[src/rtl/iiitb_vm_pkg.sv]
// Shared vending-machine definitions: coin codes carried on the FSM's 2-bit coin bus.
package iiitb_vm_pkg;

  typedef logic [1:0] coin_t;

  localparam coin_t COIN_NONE = 2'b00;
  localparam coin_t COIN_5    = 2'b01;
  localparam coin_t COIN_10   = 2'b10;

endpackage

[src/rtl/iiitb_coin_debounce.sv]
// One coin-sensor channel: two-flop synchronizer, debouncer, jam timer and jam flag.
// Emits a one-cycle fall_pulse when a coin has fully passed the sensor.
module iiitb_coin_debounce #(
  parameter int DEBOUNCE_CYCLES = 4,
  parameter int JAM_CYCLES      = 1024
) (
  input  logic clock,
  input  logic reset,
  input  logic raw,
  output logic fall_pulse,
  output logic jammed
);

  localparam int CNT_W = (DEBOUNCE_CYCLES > 2) ? $clog2(DEBOUNCE_CYCLES) : 1;
  localparam int TMR_W = $clog2(JAM_CYCLES + 1);
  localparam logic [CNT_W-1:0] CNT_LAST = CNT_W'(DEBOUNCE_CYCLES - 1);
  localparam logic [TMR_W-1:0] TMR_MAX  = TMR_W'(JAM_CYCLES);

  logic             sync_p0;
  logic             sync_p1;
  logic             level_p2;
  logic [CNT_W-1:0] cnt;
  logic [TMR_W-1:0] timer;
  logic [TMR_W-1:0] timer_nxt;

  function automatic logic [TMR_W-1:0] sat_inc(input logic [TMR_W-1:0] v);
    return (v == TMR_MAX) ? v : v + 1'b1;
  endfunction

  assign timer_nxt = level_p2 ? sat_inc(timer) : '0;

  always_ff @(posedge clock or posedge reset) begin
    if (reset) begin
      sync_p0    <= 1'b0;
      sync_p1    <= 1'b0;
      level_p2   <= 1'b0;
      cnt        <= '0;
      timer      <= '0;
      fall_pulse <= 1'b0;
      jammed     <= 1'b0;
    end else begin
      // p0/p1: metastability guard on the asynchronous sensor
      sync_p0    <= raw;
      sync_p1    <= sync_p0;
      // p2: debounced level; the level flips on the DEBOUNCE_CYCLES-th differing sample
      fall_pulse <= 1'b0;
      if (sync_p1 != level_p2) begin
        if (cnt == CNT_LAST) begin
          level_p2   <= sync_p1;
          cnt        <= '0;
          fall_pulse <= ~sync_p1;
        end else begin
          cnt <= cnt + 1'b1;
        end
      end else begin
        cnt <= '0;
      end
      timer <= timer_nxt;
      // Jam stays set through the release so the top can still see it with fall_pulse
      if (fall_pulse) begin
        jammed <= 1'b0;
      end else if (timer_nxt == TMR_MAX) begin
        jammed <= 1'b1;
      end
    end
  end

endmodule

[src/rtl/iiitb_coin_acceptor.sv]
// Coin acceptor front-end: debounces both slot sensors, arbitrates completed passages
// onto the vending FSM coin bus, and reports rejected coins and jammed sensors.
module iiitb_coin_acceptor
  import iiitb_vm_pkg::*;
#(
  parameter int DEBOUNCE_CYCLES = 4,
  parameter int JAM_CYCLES      = 1024
) (
  input  logic       clock,
  input  logic       reset,
  input  logic       coin5_raw,
  input  logic       coin10_raw,
  input  logic       enable,
  output logic [1:0] coin_code,
  output logic       jam,
  output logic       reject
);

  logic fall5, jammed5;
  logic fall10, jammed10;

  iiitb_coin_debounce #(
    .DEBOUNCE_CYCLES(DEBOUNCE_CYCLES),
    .JAM_CYCLES     (JAM_CYCLES)
  ) u_ch5 (
    .clock     (clock),
    .reset     (reset),
    .raw       (coin5_raw),
    .fall_pulse(fall5),
    .jammed    (jammed5)
  );

  iiitb_coin_debounce #(
    .DEBOUNCE_CYCLES(DEBOUNCE_CYCLES),
    .JAM_CYCLES     (JAM_CYCLES)
  ) u_ch10 (
    .clock     (clock),
    .reset     (reset),
    .raw       (coin10_raw),
    .fall_pulse(fall10),
    .jammed    (jammed10)
  );

  logic       pend5, pend10;
  logic [1:0] rej_cnt;
  coin_t      code_p3;
  logic       reject_p3;
  logic       jam_p3;

  logic       acc5, acc10, rej5, rej10;
  logic       want5, want10;
  logic       pend5_nxt, pend10_nxt;
  logic [2:0] rej_total;
  logic [1:0] rej_cnt_nxt;
  coin_t      code_nxt;
  logic       reject_nxt;
  logic       jam_nxt;

  always_comb begin
    acc5        = fall5 & enable & ~jammed5;
    acc10       = fall10 & enable & ~jammed10;
    rej5        = fall5 & ~acc5;
    rej10       = fall10 & ~acc10;
    want5       = pend5 | acc5;
    want10      = pend10 | acc10;
    code_nxt    = COIN_NONE;
    // 10 always wins arbitration, so only the 5 flag ever has to wait a cycle
    pend10_nxt  = 1'b0;
    pend5_nxt   = want5 & want10;
    if (want10) begin
      code_nxt = COIN_10;
    end else if (want5) begin
      code_nxt = COIN_5;
    end
    rej_total   = 3'(rej_cnt) + 3'(rej5) + 3'(rej10);
    reject_nxt  = (rej_total != 3'd0);
    rej_cnt_nxt = (rej_total == 3'd0) ? 2'd0 : 2'(rej_total - 3'd1);
    jam_nxt     = (jammed5 & ~fall5) | (jammed10 & ~fall10);
  end

  always_ff @(posedge clock or posedge reset) begin
    if (reset) begin
      pend5     <= 1'b0;
      pend10    <= 1'b0;
      rej_cnt   <= 2'd0;
      code_p3   <= COIN_NONE;
      reject_p3 <= 1'b0;
      jam_p3    <= 1'b0;
    end else begin
      // p3: registered outputs to the vending FSM
      pend5     <= pend5_nxt;
      pend10    <= pend10_nxt;
      rej_cnt   <= rej_cnt_nxt;
      code_p3   <= code_nxt;
      reject_p3 <= reject_nxt;
      jam_p3    <= jam_nxt;
    end
  end

  assign coin_code = code_p3;
  assign reject    = reject_p3;
  assign jam       = jam_p3;

endmodule

[config.mk]
export PLATFORM = sky130hd
export DESIGN_NAME = iiitb_coin_acceptor
export DESIGN_NICKNAME = d
export VERILOG_FILES = /design/src/rtl/iiitb_vm_pkg.sv /design/src/rtl/iiitb_coin_debounce.sv /design/src/rtl/iiitb_coin_acceptor.sv
export SDC_FILE = /design/constraint.sdc
export NUM_CORES = 1
export LEC_CHECK = 0
export ABC_CLOCK_PERIOD_IN_PS = 2000
export CORE_ASPECT_RATIO = 0.75
export CORE_MARGIN = 2
export CORE_UTILIZATION = 54
export DETAILED_ROUTE_END_ITERATION = 10
export HOLD_SLACK_MARGIN = 0.1
export PLACE_DENSITY = 0.75
export SYNTH_ARGS = -nofsm -noshare
export SYNTH_HDL_FRONTEND = slang
export SYNTH_HIERARCHICAL = 1
export SYNTH_SLANG_ARGS = --single-unit
[constraint.sdc]
create_clock -name clock -period 2 [get_ports clock]
set_input_delay 0.4 -clock clock [delete_from_list [all_inputs] [get_ports clock]]
set_output_delay 0.4 -clock clock [all_outputs]
set_load 0.05 [all_outputs]
# After elaboration in Yosys (flattened, before gate mapping)
# Cells that the tools add are included.
word_totals:
  out_inout_bits: 4
  reg_bits: 43
classes:
  n_addsub: 7
  n_bitwise: 19
  n_eq_ne: 8
  muxes: 19
  reduce_logical: 6
op_table:
  columns: ["operator", "count"]
  rows:
  - ["equality test 11 bit (second input constant)", 4]
  - ["two-way mux 11 bit", 4]
  - ["adder 11 x 1 -> 11 bit (second input constant)", 2]
  - ["two-way mux 2 bit", 6]
  - ["bitwise AND 1 bit", 9]
  - ["two-way mux 1 bit", 9]
  - ["inverter 1 bit", 8]
  - ["adder 2 x 1 -> 2 bit (second input constant)", 2]
  - ["equality test 2 bit (second input constant)", 2]
  - ["AND reduction 2 bit", 2]
  - ["nonzero test 2 bit", 2]
  - ["adder 2 x 1 -> 3 bit", 1]
  - ["adder 3 x 1 -> 3 bit", 1]
  - ["zero test 3 bit", 1]
  - ["nonzero test 3 bit", 1]
  - ["inequality test 1 bit", 2]
  - ["bitwise OR 1 bit", 2]
  - ["subtractor 2 x 1 -> 2 bit (second input constant)", 1]

# Depth between registers and ports, before layout
logic_depth:
  ltp_word: 8
  mapped_depth: 7

# Hierarchy
# Netlist, hierarchy kept.
modules_own_cells:
  columns: ["mod", "area_per_inst_um2", "instances", "cells_each"]
  rows:
  - ["iiitb_coin_debounce (u_ch10)", 1007.2, 1, 103]
  - ["iiitb_coin_debounce (u_ch5)", 952.2, 1, 91]
  - ["iiitb_coin_acceptor", 310.3, 1, 28]

# Worst setup path after synthesis
# Ideal clock, no wire load.
synth_path:
  path_kind: "register to register"
  from: "reg u_ch5.timer[0]"
  to: "reg u_ch5.jammed"
  period_less_slack_ns: 2.123
  required_time_ns: 1.905
  path_buffers: 0
  slack_ns: -0.123
  t_arrival_ns: 2.028
  path_stages_with_launch: 8
  path_cell_list: "dfrtp_1 inv_1 ha_1 nor4b_2 nand3_2 mux2_4 or4_1 o32ai_2"
synth_via:
  elab_chain_len: 5
  word_cells_on_any_way: 6
  cone_classes: "add/sub (1); eq/ne (2); mux (2); reduce/logical (1)"
synth_rtl:
  columns: ["item", "line", "source"]
  rows:
  - ["from (decl)", "iiitb_coin_debounce.sv:23", "logic [TMR_W-1:0] timer;"]
  - ["from (signal assigned)", "iiitb_coin_debounce.sv:58", "timer <= timer_nxt;"]
  - ["adder 11 x 1 -> 11 bit / equality test 11 bit (equally long branches)", "iiitb_coin_debounce.sv:27", "return (v == TMR_MAX) ? v : v + 1'b1;"]
  - ["two-way mux 11 bit (*)", "iiitb_coin_debounce.sv:27", null]
  - ["two-way mux 11 bit (*)", "iiitb_coin_debounce.sv:30", "assign timer_nxt = level_p2 ? sat_inc(timer) : '0;"]
  - ["equality test 11 bit (*)", "iiitb_coin_debounce.sv:62", "end else if (timer_nxt == TMR_MAX) begin"]
  - ["nonzero test 2 bit (no line) (*)", null, null]
  - ["to (signal assigned)", "iiitb_coin_debounce.sv:40", "jammed <= 1'b0;"]
  - ["to (signal assigned)", "iiitb_coin_debounce.sv:61", "jammed <= 1'b0;"]
  - ["to (signal assigned)", "iiitb_coin_debounce.sv:63", "jammed <= 1'b1;"]
  - ["to (decl)", "iiitb_coin_debounce.sv:11", "output logic jammed"]
# Every way passes the cells marked *; elsewhere a longest branch is shown, timed or not.
# A chain may end at the register's enable or synchronous reset.

# Final worst setup path
# Same ends and word-level chain as after synthesis.

==> qor.txt <==
Hold Fails Final Rpt: 0
Clock buffer depth: 2
Hold Path Sink: u_ch10/sync_p1$_DFF_PP0_
Status: finished, final reports clean
Worst r2r path cells: 7
R2r startpoint: u_ch5/timer[0]$_DFF_PP0_
F_max: 510.3 MHz
CTS tree: built
Final non-filler cell total: 306
Clock Skews: 0.003934 ns
Final Max Slew Viols: 0
H-tree depth: 2
Placed standard-cell area: 0.002527 mm2
Vias post-DR: 1655
Post-layout min period: 1.960 ns
WHS Path Cells: 0
Initial drt markers: 113
Crit Path Max Fanout: 3
Seq/Total Area, Yosys: 47.41%
Worst EP arrival: 2.16 ns
Chip Width: 78.86 um
DRT Pass-1 Iters: 4
Placed cell count: 298
Hold Slack: 0.3547 ns
Die height: 60.15 um
Cell area after layout: 0.002664 mm2
Leakage Power: 0.001218 uW
Clock Sinks: 43
DRC Markers: 0
Initial core utilization: 55.99%
Crit path kind: reg -> reg
Reg2reg setup slack: 0.04 ns
Fin crit share: 97.99%
CTS Buf Count: 5
Antenna viol nets, final: 0
RSZ-0062 raised after global routing: true
Syn_area_per_cell: 10.22 um2
Die area: 0.004743 mm2
Synth-to-Final Area Change: 17.36%
Met2 wire len: 1725 um
Netlist Area Pre-Place: 0.002270 mm2
WL/cell: 13.75 um
Rows: 20
Final nets: 263
Hpwl dp: 3110 um
Ports: 9
Clk root buf: clkbuf_8
Post-synthesis register bit count: 43
Max transition margin: 67.25%
CP Launch Type: flip-flop
Worst slew pin tran: 0.4897 ns
DRT met1 WL: 2210 um
Vias/cell: 5.408
Top-area cell type share of the netlist area: 47.41%
Max Used Layer: met4
RD Place Congestion: 0.8937
WP data required: 2.20 ns
Vias in the first global route: 1532
HP Class: reg -> reg
Initial antenna violation count: 0
Synth unique cells: 52
YS warnings: 6
Design Power: 2486 uW
Pwr dens: 933.4 mW/mm2
Leading area contributor after synthesis: dfrtp_1
Setup violators final: 0
Synth top area cells: dfrtp_1 (47%), xor2_1 (4.6%), nor2_1 (4.3%)
Core area: 0.004054 mm2
Worst flop-to-flop path endpoint: u_ch5/jammed$_DFFE_PP0P_
Worst vdd ir: 468.7 uV
WL final: 4209 um
Worst skew pair latency: 0.29 ns
Total gr overflow: 0
Crit. End Element: flip-flop
Hold_sp: u_ch10/sync_p0$_DFF_PP0_
Prevailing post-synth register cell: dfrtp_1
Antenna cells: 0
Syn_nets: 235
Number of flops mapped to enable cells by yosys: 0
WL met3: 217 um
Max Cap Viol: 0
FFs w/ async S/R, synth: 100.0%
Post-synthesis instance total: 222
Total track usage: 20.44%
Port bufs: 8
First-pass GRT wire length: 7327 um
Hold-fix buffers at CTS: 0
Clock slew at reported path FFs: 0.08 ns
Share of cells above drive strength 1: 17.53%
Worst Setup SP: u_ch5/timer[0]$_DFF_PP0_
Largest net degree at the start of global routing: 19
Postcts setup bufs: 0
==> flip-flops by register name (all words and copies together) (netlist names), 2 cells and up <==
register	cells
u_ch10/timer	11
u_ch5/timer	11
coin_code	2
rej_cnt	2
u_ch10/cnt	2
u_ch5/cnt	2
==> metrics by stage <==
stage	utilization, %	setup TNS [ns]	setup WS, ns
after floorplan	-	0	0.02295
after global placement	62.35	-0.4204	-0.2106
after detailed placement	62.35	-0.5817	-0.2594
after CTS	65.65	0	0.02615
after global routing	65.71	-0.05823	-0.05823
final	65.71	0	0.04024
==> critical path: stages (launching register included) <==
cell,delay [ns]
dfrtp_1,0.41
inv_2,0.09
ha_4,0.13
nor4b_4,0.19
nand3_2,0.13
mux2_4,0.32
or4_4,0.41
o32ai_2,0.20
==> report_power, final <==
part	leakage, uW	internal (uW)	switching (uW)
clock	0.0000612	404	287
combinational	0.000577	354	341
sequential	0.000580	969	131
total	0.00122	1730	759
==> layout by cell type (no fill, tap or decap), types with 2 or more instances in the layout <==
master,netlist,routed
and2_1,6,6
nor4b_4,1,2
or3_1,2,2
clkdlybuf4s50_1,0,8
o32ai_1,2,2
buf_4,2,18
nand3b_1,4,4
inv_1,18,16
nand4_1,5,5
nor2_1,26,26
xnor2_1,9,9
and3_1,3,3
ha_1,7,5
nor2b_1,3,3
o21ai_0,3,3
inv_2,0,2
nand2b_1,5,5
a21boi_0,6,5
dfrtp_1,43,43
nand3_1,8,8
clkbuf_8,0,6
nor3_1,6,6
nand2_1,15,15
mux2i_1,2,2
a21oi_1,5,5
xor2_1,12,12
==> worst max path at each step <==
stage / to / slack [ns] / depth (start not counted)
final: u_ch5/jammed$_DFFE_PP0P_ / 0.04 / 7
after global routing: u_ch5/jammed$_DFFE_PP0P_ / -0.06 / 7
after CTS: u_ch5/jammed$_DFFE_PP0P_ / 0.03 / 7
after detailed placement: reject$_DFF_PP0_ / -0.26 / 5
after global placement: reject$_DFF_PP0_ / -0.21 / 5
after floorplan: u_ch5/jammed$_DFFE_PP0P_ / 0.02 / 7
==> Yosys cell counts (2+ instances only) <==
master and number:
nor3_1 6, nand2b_1 5, o32ai_1 2, o21ai_0 3, and2_1 6, xnor2_1 9, a21oi_1 5, a21boi_0 6
inv_1 18, buf_4 2, and3_1 3, nand3_1 8, nand2_1 15, ha_1 7, nor2b_1 3, nand3b_1 4
mux2i_1 2, xor2_1 12, or3_1 2, dfrtp_1 43, nor2_1 26, nand4_1 5
==> timing repair <==
action,CTS,global route
endpoints found under the setup margin,1,2
hold endpoints to repair,0,0
resized for setup,4,2
pin swaps,1,0
==> area by class of cell <==
class                           count  area, um2
Clock buffer                        6      82.58
Clock inverter                      2      35.03
Fill cell                         314       1390
Inverter                           18      67.56
Multi-Input combinational cell    156       1119
Sequential cell                    43       1076
Tap cell                           55      68.82
Timing Repair Buffer               26      215.2
==> logic make-up after synthesis <==
group	after synthesis	share of synthesized area, %
AND/OR/NAND/NOR	95	23.93
flip-flops	43	47.41
AO/OA/AOI/OAI	28	9.262
buffers and inverters	23	4.520
XOR/XNOR	21	8.104
adder cells (fa/ha/maj)	8	4.741
multiplexers	4	2.039
==> metal layers <==
metal	global-route usage (%)	up-vias
met1	31.37	797
met3	5.136	8
met5	0	-
met4	7.389	0
li1	-	811
met2	27.72	39
Note: power is estimated with default switching activity, not from simulation.
